File: src/rtl/yurut_pkg.sv
// Shared types for the multi-cycle execute controller: FSM state encoding and
// execution-unit select codes.
package yurut_pkg;

    typedef enum logic [1:0] {
        BOSTA     = 2'd0,
        CALISIYOR = 2'd1,
        YAZ       = 2'd2
    } durum_t;

    typedef enum logic [1:0] {
        BIRIM_AMB      = 2'b00,
        BIRIM_YZ       = 2'b01,
        BIRIM_KRIPTO   = 2'b10,
        BIRIM_AYRILMIS = 2'b11
    } birim_t;

    localparam int HEDEF_GENISLIGI = 5;

    function automatic logic birim_gecerli(input logic [1:0] sec);
        return sec != BIRIM_AYRILMIS;
    endfunction

endpackage

File: src/rtl/yurut_denetleyici.sv
// Execute-stage controller: launches one multi-cycle unit operation, waits for
// its result with a timeout, and presents the result for one write-back cycle.
module yurut_denetleyici
    import yurut_pkg::*;
#(
    parameter int ZAMAN_ASIMI    = 64,
    parameter int VERI_GENISLIGI = 32
) (
    input  logic                       clk_i,
    input  logic                       rst_i,
    input  logic                       durdur_i,
    input  logic                       bosalt_i,
    input  logic                       istek_gecerli_i,
    input  logic [1:0]                 birim_sec_i,
    input  logic [HEDEF_GENISLIGI-1:0] hedef_yazmaci_i,
    output logic                       amb_baslat_o,
    output logic                       yz_baslat_o,
    output logic                       kripto_baslat_o,
    input  logic                       amb_hazir_i,
    input  logic                       yz_hazir_i,
    input  logic                       kripto_hazir_i,
    input  logic [VERI_GENISLIGI-1:0]  amb_sonuc_i,
    input  logic [VERI_GENISLIGI-1:0]  yz_sonuc_i,
    input  logic [VERI_GENISLIGI-1:0]  kripto_sonuc_i,
    output logic                       yurut_stall_o,
    output logic                       sonuc_gecerli_o,
    output logic [VERI_GENISLIGI-1:0]  sonuc_o,
    output logic [HEDEF_GENISLIGI-1:0] hedef_yazmaci_o,
    output logic                       zaman_asimi_o
);

    localparam int SAYAC_GENISLIGI = $clog2(ZAMAN_ASIMI + 1);
    localparam logic [SAYAC_GENISLIGI-1:0] SAYAC_SON = SAYAC_GENISLIGI'(ZAMAN_ASIMI - 1);

    durum_t                       durum_q, durum_d;
    birim_t                       birim_q, birim_d;
    logic [HEDEF_GENISLIGI-1:0]   hedef_q, hedef_d;
    logic [SAYAC_GENISLIGI-1:0]   sayac_q, sayac_d;
    logic                         baslat_yapildi_q, baslat_yapildi_d;
    logic [VERI_GENISLIGI-1:0]    sonuc_q, sonuc_d;
    logic [HEDEF_GENISLIGI-1:0]   hedef_cikis_q, hedef_cikis_d;
    logic                         zaman_asimi_q, zaman_asimi_d;

    logic                         kabul;
    logic                         calis_adim;
    logic                         baslat_aktif;
    logic                         yakala;
    logic                         zaman_doldu;
    logic                         hazir_sec;
    logic [VERI_GENISLIGI-1:0]    sonuc_sec;

    // Gating with rst_i keeps the combinational stall low while reset is held.
    assign kabul = rst_i && (durum_q == BOSTA) && istek_gecerli_i && !durdur_i
                   && !bosalt_i && birim_gecerli(birim_sec_i);

    assign calis_adim   = (durum_q == CALISIYOR) && !durdur_i && !bosalt_i;
    assign baslat_aktif = calis_adim && !baslat_yapildi_q;
    assign yakala       = calis_adim && baslat_yapildi_q && hazir_sec;
    assign zaman_doldu  = calis_adim && !yakala && (sayac_q == SAYAC_SON);

    always_comb begin
        hazir_sec = 1'b0;
        sonuc_sec = '0;
        case (birim_q)
            BIRIM_AMB: begin
                hazir_sec = amb_hazir_i;
                sonuc_sec = amb_sonuc_i;
            end
            BIRIM_YZ: begin
                hazir_sec = yz_hazir_i;
                sonuc_sec = yz_sonuc_i;
            end
            BIRIM_KRIPTO: begin
                hazir_sec = kripto_hazir_i;
                sonuc_sec = kripto_sonuc_i;
            end
            default: begin
                hazir_sec = 1'b0;
                sonuc_sec = '0;
            end
        endcase
    end

    always_ff @(posedge clk_i or negedge rst_i) begin
        if (!rst_i) begin
            durum_q <= BOSTA;
        end else begin
            durum_q <= durum_d;
        end
    end

    always_comb begin
        durum_d = durum_q;
        if (bosalt_i) begin
            durum_d = BOSTA;
        end else if (!durdur_i) begin
            case (durum_q)
                BOSTA: begin
                    if (kabul) durum_d = CALISIYOR;
                end
                CALISIYOR: begin
                    if (yakala)           durum_d = YAZ;
                    else if (zaman_doldu) durum_d = BOSTA;
                end
                YAZ:     durum_d = BOSTA;
                default: durum_d = BOSTA;
            endcase
        end
    end

    always_comb begin
        yurut_stall_o   = kabul || (durum_q == CALISIYOR);
        amb_baslat_o    = baslat_aktif && (birim_q == BIRIM_AMB);
        yz_baslat_o     = baslat_aktif && (birim_q == BIRIM_YZ);
        kripto_baslat_o = baslat_aktif && (birim_q == BIRIM_KRIPTO);
        sonuc_gecerli_o = (durum_q == YAZ) && !bosalt_i;
        zaman_asimi_o   = zaman_asimi_q && !bosalt_i;
    end

    assign sonuc_o         = sonuc_q;
    assign hedef_yazmaci_o = hedef_cikis_q;

    // Frozen cycles leave every _d equal to its _q; the timeout flag is the
    // exception, it is rebuilt every edge so the pulse never stretches.
    always_comb begin
        birim_d          = birim_q;
        hedef_d          = hedef_q;
        sayac_d          = sayac_q;
        baslat_yapildi_d = baslat_yapildi_q;
        sonuc_d          = sonuc_q;
        hedef_cikis_d    = hedef_cikis_q;
        zaman_asimi_d    = zaman_doldu;

        if (bosalt_i) begin
            sayac_d          = '0;
            baslat_yapildi_d = 1'b0;
        end else begin
            if (kabul) begin
                birim_d          = birim_t'(birim_sec_i);
                hedef_d          = hedef_yazmaci_i;
                sayac_d          = '0;
                baslat_yapildi_d = 1'b0;
            end
            if (calis_adim) begin
                sayac_d = sayac_q + SAYAC_GENISLIGI'(1);
            end
            if (baslat_aktif) begin
                baslat_yapildi_d = 1'b1;
            end
            if (yakala) begin
                sonuc_d       = sonuc_sec;
                hedef_cikis_d = hedef_q;
            end
        end
    end

    always_ff @(posedge clk_i or negedge rst_i) begin
        if (!rst_i) begin
            birim_q          <= BIRIM_AMB;
            hedef_q          <= '0;
            sayac_q          <= '0;
            baslat_yapildi_q <= 1'b0;
            sonuc_q          <= '0;
            hedef_cikis_q    <= '0;
            zaman_asimi_q    <= 1'b0;
        end else begin
            birim_q          <= birim_d;
            hedef_q          <= hedef_d;
            sayac_q          <= sayac_d;
            baslat_yapildi_q <= baslat_yapildi_d;
            sonuc_q          <= sonuc_d;
            hedef_cikis_q    <= hedef_cikis_d;
            zaman_asimi_q    <= zaman_asimi_d;
        end
    end

endmodule
File: config.mk
export PLATFORM = sky130hd
export DESIGN_NAME = yurut_denetleyici
export DESIGN_NICKNAME = d
export VERILOG_FILES = /design/src/rtl/yurut_pkg.sv /design/src/rtl/yurut_denetleyici.sv
export SDC_FILE = /design/constraint.sdc
export NUM_CORES = 1
export LEC_CHECK = 0
export CORE_AREA = 10 10 81 118
export CTS_CLUSTER_DIAMETER = 50
export DETAILED_ROUTE_END_ITERATION = 8
export DIE_AREA = 0 0 91 128
export PLACE_DENSITY_LB_ADDON = 0.2
export RECOVER_POWER = 100
export SYNTH_ARGS = -nofsm -noshare
export SYNTH_HDL_FRONTEND = slang
export SYNTH_SLANG_ARGS = --single-unit
File: constraint.sdc
create_clock -name clk_i -period 2.05 [get_ports clk_i]
set_input_delay 0.3075 -clock clk_i [delete_from_list [all_inputs] [get_ports clk_i]]
set_output_delay 0.3075 -clock clk_i [all_outputs]
set_load 0.005 [all_outputs]
# Yosys cells after proc, flatten, opt, wreduce, memory -nomap -nowiden
# Cells that the tools add are included.
# word_totals
ff_bits,55
latchBits,0
mem_bits_rw,0
out_inout_bits,43
rom_bits,0
memories,0
in_bits,111
wordCells,62
# op_classes
n_addsub,1
reduce_logical,29
n_lt_le_gt_ge,0
n_eq_ne,9
multipliers,0
div,0
muxes,14
bitwise,1
shift,0
# ops
operator,n
$pmux 32 s3,1
$mux 7,3
$logic_and 1x1->1,17
$mux 2,5
$add 7x1->7 const B,1
$eq 7x6->1 const B,1
$reduce_bool 3->1,2
$eq 2x1->1 const B,2
$eq 2x2->1 const B,2
$logic_not 1->1,4
$logic_not 2->1,2
$ne 4x4->1 const B,1
$pmux 2 s2,1
$reduce_and 2->1,2
$mux 1,3
$ne 3x3->1 const B,1
$pmux 1 s3,1
$reduce_and 3->1,1
$ne 2x1->1 const B,1
$ne 2x2->1 const B,1
$logic_or 1x1->1,1
$not 1->1,1

# Logic depth before layout (Yosys ltp)
# logic_depth
word_depth,13
mapped_depth,7
mapped_depth_nobuf,5

# Worst setup path after synthesis
# OpenSTA, ideal clock, no wires.
# synth_path
path_type,flip-flop to flip-flop
start,register birim_q[1]
end,register hedef_cikis_q[0] (netlist: hedef_yazmaci_o[0])
t_arrival_ps,1628
path_stages_with_launch,8
path_buffers,3
setup_time_ps,125
required_time_ps,1925
synth_period_minus_slack_ps,1753
path_slack_ps,297
cell_sequence,dfrtp_1 > buf_2 > nor2b_1 > buf_2 > and2_1 > o211ai_4 > buf_6 > mux2_2
# synth_via
elab_chain_len,4
word_cells_on_any_way,6
classes_between,eq/ne: 2; mux: 1; reduce/logical: 3
# synth_lines
element,line_no,rtl
"start, declared",yurut_denetleyici.sv:36,"birim_t birim_q, birim_d;"
"start signal, assigned",yurut_denetleyici.sv:167,birim_q <= birim_d;
"$eq 2x2->1, or another cell as far along",yurut_denetleyici.sv:64,case (birim_q)
$pmux 1 s3 *,yurut_denetleyici.sv:64,
$logic_and 1x1->1 *,yurut_denetleyici.sv:58,assign yakala = calis_adim && baslat_yapildi_q && hazir_sec;
$reduce_and 2->1 (no line) *,-,
"end signal, assigned",yurut_denetleyici.sv:172,hedef_cikis_q <= hedef_cikis_d;
"end, declared",yurut_denetleyici.sv:41,"logic [HEDEF_GENISLIGI-1:0] hedef_cikis_q, hedef_cikis_d;"
# Every way passes the cells marked *; elsewhere a longest branch is shown, timed or not.
# A chain may end at the register's enable or synchronous reset.

# Final worst setup path
# layout_path
start,input port durdur_i
end,output port yz_baslat_o
# layout_via
elab_chain_len,5
# layout_lines
element,line_no,rtl
"start, declared",yurut_denetleyici.sv:11,"input logic durdur_i,"
$logic_not 1->1,-,
$logic_and 1x1->1 (2 in a row),yurut_denetleyici.sv:56,assign calis_adim = (durum_q == CALISIYOR) && !durdur_i && !bosalt_i;
$logic_and 1x1->1,yurut_denetleyici.sv:57,assign baslat_aktif = calis_adim && !baslat_yapildi_q;
$logic_and 1x1->1,yurut_denetleyici.sv:114,yz_baslat_o = baslat_aktif && (birim_q == BIRIM_YZ);
"end, declared",yurut_denetleyici.sv:17,"output logic yz_baslat_o,"
# No other way between the ends.

==> Implementation_results.wiki <==
{| class="wikitable"
! Metric !! Value
|-
| H-Tree Level Count || 2
|-
| Portion of synthesized cell area occupied by the leading cell type || between 40% and 50%
|-
| Diode count || 0
|-
| Final net count || approximately 540
|-
| Maximum clock rate || roughly 500 MHz
|-
| Final critical path time including I/O delays and setup || about 2 ns
|-
| Overflow after GRT || 0
|-
| Total iterations of the first detailed-routing run || 4
|-
| Critical path data arrival time || 1.69 ns
|-
| Worst R2R Setup Slack || 0.16 ns
|-
| Crit Path Category || in2out
|-
| Number of port buffers || 153
|-
| Sequential-to-total area share from yosys stat || a little under half
|-
| Area of all placed cells without fillers || about 4800 um^2
|-
| Clock-pin slew on the worst setup and hold paths || 0.07 ns
|-
| Placement Rows || 39
|-
| Synthesized area per cell || between 10 and 15 um^2
|-
| Data required time of the critical path || ~1.7 ns
|-
| VDD IR-drop max || between 0.0004 and 0.0005 V
|-
| Via count || 2,606
|-
| Post-synthesis net count || 383
|-
| RR Startpoint || birim_q[1]
|-
| Clock share of power || a little over a quarter
|-
| Clock Root Buffer || clkbuf_16
|-
| Critical Path Source Type || input pin
|-
| Final GP Congestion || 0.763
|-
| DRC violation count after routing || 0
|-
| Count of cells along the worst hold path || 1
|-
| Unrepaired setup endpoints after global routing || no
|-
| Area inside the core boundary || around 7500 um^2
|-
| Slew Limit Fails || 0
|-
| Share of total power consumed by net switching || between 20% and 30%
|-
| Total power after layout || 3.14 mW
|-
| Via count of the first global-routing pass || about 2,700
|-
| Worst-case hold path end point || sayac_q[5]
|-
| Area enclosed by the die boundary || between 10,000 and 15,000 um^2
|-
| Cell count after synthesis || ~270
|-
| TritonCTS clock tree || done
|-
| Worst-margin pin slew || 1.35 ns
|-
| Total setup violations reported at the end of the flow || 0
|-
| Hold path startpoint || sayac_q[5]
|-
| Max_cap viols || 0
|-
| Power per Cell Area || between 600 and 700 nW/um^2
|-
| Leading post-synthesis cells by instance count || dfrtp_1 (55), nand2_1 (44), mux2_2 (43)
|-
| Number of top-level pins || ~150
|-
| Number of cell instances on the worst register-to-register path || 5
|-
| Effective utilization at floorplan || between 30% and 40%
|-
| Initial DRC Count || roughly 110
|-
| Number of enable-type register cells in the synthesized netlist || 0
|-
| Post-route clock skew || between 0.005 and 0.006 ns
|-
| Most common cell in the netlist || dfrtp_1
|-
| WL per Instance || about 17 um
|-
| Global Route Usage Sum || roughly 15%
|-
| Cell-internal power || ~2.2 mW
|-
| Critical-path maximum fanout || 4
|-
| Most instantiated flip-flop cell in the synthesis netlist || dfrtp_1
|-
| Number of buffers added to fix hold violations after cts || 0
|-
| Antenna violations before repair || 0
|-
| HPWL after detailed placement || roughly 7300 um
|-
| Largest net degree at the start of global routing || 56
|-
| Number of register bits inferred by synthesis || 55
|-
| Die height || 128 um
|-
| Synth area leader || dfrtp_1
|-
| Clock latency of the later-clocked register in the worst-skew pair || 0.28 ns
|-
| Remaining number of nets flagged by the antenna check after routing || 0
|-
| Period utilization || 97.3%
|-
| Average via count per standard cell || 4.87
|-
| Result of the run || complete, no violations
|-
| TritonCTS Sinks || 55
|-
| Share of layout cells above drive strength 1 || 18.2%
|-
| Share of synthesized flip-flops with an asynchronous set or reset || 100%
|-
| Clock buffers created by TritonCTS || 5
|-
| Worst-case headroom to the max-slew limit || between 9 and 10%
|-
| Horizontal die dimension || between 90 and 100 um
|-
| Proportion of power drawn by combinational gates || about a third
|-
| Placed instance area || ~4600 um^2
|-
| Sequential Power Share || between 40% and 50%
|-
| Endpoint kind of the worst setup timing path || output pin
|-
| Unique cell type count in the Yosys netlist || 33
|-
| Cell area after technology mapping || roughly 2900 um^2
|-
| Largest cells by area after synthesis || dfrtp_1 (47%), mux2_2 (16%), mux2i_1 (11%)
|-
| Final Hold Violating Endpoints || 0
|-
| Min-delay worst type || reg2reg
|-
| Share of the core filled with cells in the final layout || between 60% and 70%
|-
| Wire length of the first global-routing pass || roughly 14,000 um
|-
| Total Routed Length || 8950 um
|-
| Leakage Power || about 2.2 nW
|-
| End of the worst register-to-register path || sonuc_o[28]
|-
| Fillers || 691
|-
| Post-CTS setup-driven buffer insertion count || 0
|-
| Total of warnings raised by yosys || 0
|-
| Synth-to-layout area growth || 61.8%
|-
| Deepest clock path buffer count || 2
|-
| Switching power summed over all nets || approximately 910 uW
|}
critical path, cell delays in order:
cell,delay (ns)
clkdlybuf4s50_1,0.42
or4b_4,0.59
nor4b_2,0.22
buf_2,0.15
area by class of cell:
cell class	count	area (um^2)	area share (%)
sequential	55	1380	29.0
timing repair buffer	172	1630	34.4
tap	102	128	2.68
clock buffer	5	125	2.63
clock inverter	3	18.8	0.395
multi-input combinational	197	1470	30.9
inverter	1	3.75	0.0789
layout by cell type, fill, tap and decap left out, types with 2 or more instances in the layout:
cell             instances
nor2b_1                  2
nor2_1                   7
a31oi_1                  3
buf_4                   13
nand2_1                 44
dfrtp_1                 54
nand3_1                  6
nor3_1                   2
dlygate4sd3_1           38
clkbuf_16                5
clkbuf_2                 3
mux2i_1                 33
clkinv_2                 2
a21oi_1                  2
mux2_2                  43
clkbuf_1                 5
clkdlybuf4s50_1        110
o21ai_0                 37
registers in the layout (all words and copies together), names as in the netlist:
| signal | count |
|---|---|
| zaman_asimi_q | 1 |
| birim_q | 2 |
| hedef_yazmaci_o | 5 |
| sonuc_o | 32 |
| baslat_yapildi_q | 1 |
| sayac_q | 7 |
| durum_q | 2 |
| hedef_q | 5 |
routing by layer:
| metal | wire length (um) | global-route usage [%] | part of all wire (%) |
|---|---|---|---|
| met1 | 3590 | 17.5 | 40 |
| met3 | 404 | 3.46 | 4.5 |
| met5 | 0 | 0 | 0 |
| met2 | 4900 | 27.4 | 55 |
| met4 | 58 | 2.50 | 0.65 |
per-stage QoR:
stage / setup TNS (ns) / setup slack (ns) / cells / hold WS, ns
after floorplan: 0 / 0.297 / 271 / 0.0119
after global placement: -1.45 / -0.419 / 527 / 0.464
after detailed placement: -1.53 / -0.386 / 527 / 0.473
after CTS: -0.127 / -0.0564 / 535 / 0.238
after global routing: 0 / 0.00358 / 535 / 0.511
final: 0 / 0.0545 / 535 / 0.490
logic make-up (layout without fill, tap and decap cells):
| family | count (synthesis) | count (layout) | synth area share [%] |
|---|---|---|---|
| fa+ha+maj | 1 | 1 | 0.426 |
| flops | 55 | 55 | 46.8 |
| buf+inv | 19 | 181 | 4.04 |
| compound gates | 47 | 47 | 8.98 |
| mux | 77 | 77 | 28.1 |
| simple gates | 72 | 72 | 11.6 |
how the worst max path moves through the flow:
stage,to,from
finish,yz_baslat_o,durdur_i
floorplan,hedef_yazmaci_o[0],birim_q[1]
detailed placement,yz_baslat_o,bosalt_i
CTS,kripto_baslat_o,bosalt_i
global route,sayac_q[5],durdur_i
global placement,yz_baslat_o,bosalt_i
timing repair:
action,CTS,global route
setup endpoints to repair,4,4
pin swaps,0,1
resized for setup,10,6
power by group through the flow:
stage | registers [mW] | clock network [mW] | logic (mW)
finish | 1.26 | 0.835 | 1.05
global route | 1.28 | 0.916 | 1.15
CTS | 1.26 | 0.860 | 1.10
detailed placement | 1.28 | 0 | 1.10
global placement | 1.28 | 0 | 1.08
floorplan | 1.26 | 0 | 0.567
Note: power is estimated with default switching activity, not from simulation.
